$ cat config.mk
export PLATFORM = sky130hd
export DESIGN_NAME = inst_fetch_queue_flat
export DESIGN_NICKNAME = d
export VERILOG_FILES = /design/src/rtl/inst_fetch_queue_if.sv /design/src/rtl/inst_fetch_queue.sv /design/src/flat_wrapper.sv
export SDC_FILE = /design/constraint.sdc
export NUM_CORES = 1
export LEC_CHECK = 0
export ABC_CLOCK_PERIOD_IN_PS = 4800
export BUFFER_PORTS_ARGS = -buffer_cell sky130_fd_sc_hd__buf_2
export CORE_UTILIZATION = 57
export DETAILED_ROUTE_END_ITERATION = 8
export PLACE_DENSITY = 0.77
export SLEW_MARGIN = 20
export SYNTH_ARGS = -nofsm -noshare
export SYNTH_HDL_FRONTEND = slang
export SYNTH_SLANG_ARGS = --single-unit
$ cat constraint.sdc
create_clock -name clk -period 4.8 [get_ports clk]
set_clock_uncertainty 0.1 [all_clocks]
set_input_delay 0.96 -clock clk [delete_from_list [all_inputs] [get_ports clk]]
set_output_delay 0.96 -clock clk [all_outputs]
set_load 0.01 [all_outputs]
$ cat src/rtl/inst_fetch_queue_if.sv
// inst_fetch_queue_if: imem request/response, redirect and decode handshake bundle.
interface inst_fetch_queue_if #(
    parameter int ADDR_W = 8,
    parameter int INST_W = 32
);
    logic              imem_req;
    logic [ADDR_W-1:0] imem_addr;
    logic [INST_W-1:0] imem_rdata;
    logic              redirect_valid;
    logic [ADDR_W-1:0] redirect_pc;
    logic              out_valid;
    logic              out_ready;
    logic [INST_W-1:0] out_inst;
    logic [ADDR_W-1:0] out_pc;
    modport master (
        output imem_req, imem_addr, out_valid, out_inst, out_pc,
        input  imem_rdata, redirect_valid, redirect_pc, out_ready
    );
    modport slave (
        input  imem_req, imem_addr, out_valid, out_inst, out_pc,
        output imem_rdata, redirect_valid, redirect_pc, out_ready
    );
endinterface

$ cat src/rtl/inst_fetch_queue.sv
// inst_fetch_queue: fetch PC, 1-cycle imem requests and DEPTH-entry {inst,pc} FIFO to decode.
// Optional FETCH_STALL_CNT_EN adds stall_cnt_o, counting cycles fetch is throttled by a full FIFO.
module inst_fetch_queue #(
    parameter int                ADDR_W   = 8,
    parameter int                INST_W   = 32,
    parameter int                DEPTH    = 4,
    parameter int                PC_STEP  = 4,
    parameter logic [ADDR_W-1:0] RESET_PC = '0
) (
    input  logic                clk,
    input  logic                rst,
    inst_fetch_queue_if.master  bus
`ifdef FETCH_STALL_CNT_EN
    ,
    output logic [31:0]         stall_cnt_o
`endif
);
    localparam int PW = $clog2(DEPTH);
    localparam int CW = PW + 1;

    logic [INST_W-1:0] inst_mem_q [DEPTH];
    logic [ADDR_W-1:0] pc_mem_q [DEPTH];
    logic [ADDR_W-1:0] pc_q, pc_d, inflight_pc_q;
    logic              inflight_q, squash_q;
    logic [PW-1:0]     rd_ptr_q, wr_ptr_q;
    logic [CW-1:0]     count_q, count_d;
    logic              pop, push, req;

    assign bus.out_valid = !rst && !bus.redirect_valid && count_q != '0;
    assign bus.out_inst  = inst_mem_q[rd_ptr_q];
    assign bus.out_pc    = pc_mem_q[rd_ptr_q];
    assign pop  = bus.out_valid && bus.out_ready;
    assign push = inflight_q && !squash_q;
    // A same-cycle pop frees a slot, so a full queue being drained keeps fetching.
    assign req  = !rst && !bus.redirect_valid &&
                  ((CW+1)'(count_q) + (CW+1)'(inflight_q) - (CW+1)'(pop) < (CW+1)'(DEPTH));
    assign bus.imem_req  = req;
    assign bus.imem_addr = pc_q;
    assign pc_d    = req ? pc_q + ADDR_W'(PC_STEP) : pc_q;
    assign count_d = count_q + CW'(push) - CW'(pop);

    always_ff @(posedge clk) begin
        if (rst) begin
            pc_q          <= RESET_PC;
            inflight_pc_q <= RESET_PC;
            inflight_q    <= 1'b0;
            squash_q      <= 1'b0;
            count_q       <= '0;
            rd_ptr_q      <= '0;
            wr_ptr_q      <= '0;
        end else if (bus.redirect_valid) begin
            pc_q       <= bus.redirect_pc;
            inflight_q <= 1'b0;
            squash_q   <= inflight_q;
            count_q    <= '0;
            rd_ptr_q   <= '0;
            wr_ptr_q   <= '0;
        end else begin
            pc_q          <= pc_d;
            inflight_q    <= req;
            squash_q      <= 1'b0;
            inflight_pc_q <= req ? pc_q : inflight_pc_q;
            count_q       <= count_d;
            rd_ptr_q      <= pop ? rd_ptr_q + PW'(1) : rd_ptr_q;
            wr_ptr_q      <= push ? wr_ptr_q + PW'(1) : wr_ptr_q;
        end
    end

    always_ff @(posedge clk) begin
        if (push) begin
            inst_mem_q[wr_ptr_q] <= bus.imem_rdata;
            pc_mem_q[wr_ptr_q]   <= inflight_pc_q;
        end
    end

`ifdef FETCH_STALL_CNT_EN
    logic [31:0] stall_cnt_q;
    always_ff @(posedge clk) begin
        if (rst) stall_cnt_q <= '0;
        else if (!bus.redirect_valid && !req) stall_cnt_q <= stall_cnt_q + 32'd1;
    end
    assign stall_cnt_o = stall_cnt_q;
`endif
endmodule
$ cat src/flat_wrapper.sv
// flat-port wrapper written by rule: the top's interface ports become plain ports
module inst_fetch_queue_flat 
#(
    parameter int                ADDR_W   = 8,
    parameter int                INST_W   = 32,
    parameter int                DEPTH    = 4,
    parameter int                PC_STEP  = 4,
    parameter logic [ADDR_W-1:0] RESET_PC = '0
)
  (clk, rst, bus_imem_req, bus_imem_addr, bus_out_valid, bus_out_inst, bus_out_pc, bus_imem_rdata, bus_redirect_valid, bus_redirect_pc, bus_out_ready);
  inst_fetch_queue_if #(.ADDR_W(ADDR_W), .INST_W(INST_W)) bus_i ();
  input  logic clk;
  input  logic rst;
  output wire logic [$bits(bus_i.imem_req)-1:0] bus_imem_req;
  output wire logic [$bits(bus_i.imem_addr)-1:0] bus_imem_addr;
  output wire logic [$bits(bus_i.out_valid)-1:0] bus_out_valid;
  output wire logic [$bits(bus_i.out_inst)-1:0] bus_out_inst;
  output wire logic [$bits(bus_i.out_pc)-1:0] bus_out_pc;
  input wire logic [$bits(bus_i.imem_rdata)-1:0] bus_imem_rdata;
  input wire logic [$bits(bus_i.redirect_valid)-1:0] bus_redirect_valid;
  input wire logic [$bits(bus_i.redirect_pc)-1:0] bus_redirect_pc;
  input wire logic [$bits(bus_i.out_ready)-1:0] bus_out_ready;
  assign bus_imem_req = bus_i.imem_req;
  assign bus_imem_addr = bus_i.imem_addr;
  assign bus_out_valid = bus_i.out_valid;
  assign bus_out_inst = bus_i.out_inst;
  assign bus_out_pc = bus_i.out_pc;
  assign bus_i.imem_rdata = bus_imem_rdata;
  assign bus_i.redirect_valid = bus_redirect_valid;
  assign bus_i.redirect_pc = bus_redirect_pc;
  assign bus_i.out_ready = bus_out_ready;
  inst_fetch_queue #(.ADDR_W(ADDR_W), .INST_W(INST_W), .DEPTH(DEPTH), .PC_STEP(PC_STEP), .RESET_PC(RESET_PC)) u_core (.clk(clk), .rst(rst), .bus(bus_i));
endmodule
==> qor.csv <==
stage,metric,value,unit
worst_setup_path,CP top delay family,simple AND/OR/NAND/NOR gates,
worst_setup_path,reg2reg setup slack,1860,ps
synth,count of different cell masters after synthesis,45,
detailed_routing,Routed WL per cell,18.94,um
synth,syn_area_per_cell,19.33,sq um
timing,Finish-stage setup viols,0,
synth,area share of the largest cell type after synthesis,67.17,%
min_path,hold crit path type,reg2reg,
cts,"Setup Fix Bufs, Post-CTS",0,
worst_setup_path,Worst Setup EP,bus_imem_req,
global_route,total congestion overflow,0,
cts,clock latency on the worst-skew pair,420,ps
floorplan,die height,114.0,um
synth,synthesized instance count,370,
floorplan,Core Region,12110,sq um
pwr,"IR drop worst, VDD",241.6,uV
timing,TNS Setup,0,ps
detailed_routing,DRT antenna net count,0,
synth,synthesis-stage register bit count,187,
cts,number of buffers created by CTS,17,
cts,clk sinks,187,
floorplan,# IOs,94,
timing,slew margin rel.,28.03,%
timing,Final Hold Fails,0,
pwr,pwr/cell area,404.7,nW/um^2
synth,top post-synthesis cells by count,"edfxtp_1 (160), mux4_2 (40), dfxtp_1 (27)",
cts,worst-case clock buffer depth,2,
detailed_routing,DR vias,3701,
finish,ANT cells,0,
synth,Post-synth ARST share,0,%
global_route,initial antenna violation count,0,
finish,post-route design area,8434,sq um
cts,Clock Tree Root,clkbuf_16,
synth,Synth Net Count,425,
worst_setup_path,Crit Reg-Reg Startpoint,u_core.count_q[2],
worst_setup_path,worst path required time,3740,ps
placed_design,port buffer count,93,
finish,fin nets,523,
worst_setup_path,Worst Path Buf+Inv,3,
floorplan,DIE AREA,13000,sq um
synth,Post-synth top flop,edfxtp_1,
cts,Resize count post-CTS,0,
worst_setup_path,Worst Setup Path Type,in2out,
detailed_routing,WL final,12290,um
timing,f_max,226.2,MHz
cts,H-tree depth,4,
placed_design,# placed instances,617,
timing,final hold slack,378.5,ps
run_status,status,"finished, final reports clean",
global_route,largest net degree at the start of global routing,41,
synth,most frequent cell after synthesis,edfxtp_1,
worst_setup_path,slowest cell on the critical path,or4_1,
timing,Final Max Tran Viols,0,
detailed_routing,initial drt markers,328,
cts,CTS tree,built,
synth,synth top area cells,"edfxtp_1 (67%), mux4_2 (13%), dfxtp_1 (7.6%), ha_1 (1.7%), nor2_1 (0.94%)",
finish,share of cells above drive strength 1,37.01,%
worst_setup_path,instance count on the critical path,10,
timing,Final period util,92.12,%
worst_setup_path,slowest cell delay on critical path,550,ps
synth,post-synthesis sequential area ratio,74.72,%
worst_setup_path,arrival time at the worst endpoint,3360,ps
worst_setup_path,endpoint of the worst register-to-register path,u_core.bus.imem_addr[4],
timing,Least-Margin Pin Slew,1080,ps
floorplan,# rows,40,
worst_setup_path,worst reg2reg path depth,9,
finish,non-filler instance count after layout,649,
worst_setup_path,crit-path max FO,23,
worst_setup_path,worst setup path start,rst,
detailed_routing,Residual DRC,0,
global_route,vias in the first global route,3807,
placed_design,Post-DP Area,7781,sq um
timing,setup repair after global routing missed its margin,false,
placed_design,gp weighted congestion,0.8190,
synth,Mapped Area,7153,sq um
worst_setup_path,Critical Path Start Type,input pin,
global_route,first-pass GRT wire length,19810,um
placed_design,post-DP HPWL,7140,um
worst_setup_path,crit end category,output pin,
cts,"Clk pin slew, worst setup/hold paths",70,ps
floorplan,initial core utilization,59.06,%
detailed_routing,Pre-antenna DRT Iters,4,
detailed_routing,vias per inst,5.703,
run,Max Cap Violations,0,
synth,number of enable flip-flop cells after synthesis,160,
floorplan,Chip Width,114.0,um
global_route,all-layer global routing usage,20.72,%
cts,hold buffer count at CTS,0,
min_path,hold path startpoint,u_core.inflight_q,
synth,largest area contributor in the netlist,edfxtp_1,
finish,synthesis-to-finish area growth,17.91,%
pwr,leakage,0.002875,uW
timing,crit path time final,4422,ps
synth,Synth warnings,0,
worst_setup_path,cells along the critical path,"buf_2, nor2_1, and3_1, ha_1, inv_1, ha_1, and3b_1, or4_1, nand2_1, buf_2",
==> worst reg2reg max path, cell delays in order, from the launching register on <==
cell and delay, ps:
dfxtp_1 350, or3_1 430, and3_1 230, ha_1 200, inv_1 50, ha_1 210, and3b_1 260, nor4_4 420
o21ai_0 160, a2111oi_0 400
==> metal layers <==
metal	track usage, %	part of all wire, %
met1	26.16	43
met2	35.15	50
met3	5.207	4.8
met4	7.273	1.4
met5	0	0
==> stage by stage <==
stage,setup slack [ps],power (uW),util (%)
6_report,378.2,3414,69.64
3_5_place_dp,364.9,1989,64.25
3_3_place_gp,465.4,1981,64.25
5_1_grt,194.3,3513,69.64
2_1_floorplan,784.6,1918,-
4_1_cts,363.2,3431,69.64
==> state kept, by name (all words and copies together), names as in the netlist, named ones only <==
name	cells
u_core.wr_ptr_q	2
u_core.inflight_pc_q	8
u_core.bus.imem_addr	8
u_core.inflight_q	1
u_core.squash_q	1
u_core.inst_mem_q	128
u_core.rd_ptr_q	2
u_core.pc_mem_q	32
u_core.count_q	3
==> placed cells by master, fill, tap and decap left out, types with 3 or more instances in the layout <==
| cell | count |
|---|---|
| buf_2 | 93 |
| o21ai_0 | 12 |
| clkbuf_8 | 3 |
| dfxtp_1 | 25 |
| inv_1 | 9 |
| xnor2_1 | 3 |
| mux4_2 | 40 |
| and2_2 | 4 |
| or3_1 | 3 |
| nor2_1 | 18 |
| ha_1 | 10 |
| clkbuf_16 | 23 |
| nand2_1 | 5 |
| edfxtp_1 | 160 |
| nand3_1 | 12 |
| buf_4 | 3 |
| a21oi_1 | 10 |
==> area by class of cell <==
| class | instances | area [sq um] |
|---|---|---|
| Tap cell | 168 | 210.2 |
| Clock buffer | 27 | 620.6 |
| Multi-Input combinational cell | 156 | 1698 |
| Inverter | 10 | 37.54 |
| Sequential cell | 187 | 5348 |
| Clock inverter | 5 | 32.53 |
| Fill cell | 800 | 3677 |
| Timing Repair Buffer | 96 | 488.0 |
==> cells by family (layout without fill, tap and decap cells) <==
kind of cell / count (synthesis) / in the layout / synth area share, %
AOI/OAI and AO/OA: 37 / 37 / 3.428
xor gates and xnor gates: 5 / 5 / 0.6123
adders and majority gates: 11 / 11 / 2.029
buffers and inverters: 27 / 138 / 1.609
DFF: 187 / 187 / 74.72
muxes: 42 / 42 / 12.87
and+or+nand+nor: 61 / 61 / 4.723
==> worst min-delay path by stage <==
stage / cells past startpoint / end / slack, ps
final: 2 / u_core.squash_q / 380
after global placement: 0 / u_core.pc_mem_q[2][6] / 380
after floorplan: 2 / u_core.squash_q / 340
after global routing: 2 / u_core.squash_q / 420
after CTS: 2 / u_core.squash_q / 380
after detailed placement: 2 / u_core.squash_q / 370
==> power by group <==
group	leakage, uW	switching [uW]	internal [uW]
logic	0.000890	79.6	61.0
registers	0.00166	17.7	1800
clock network	0.000323	567	893
No activity file was read; power rests on OpenSTA's default activity.
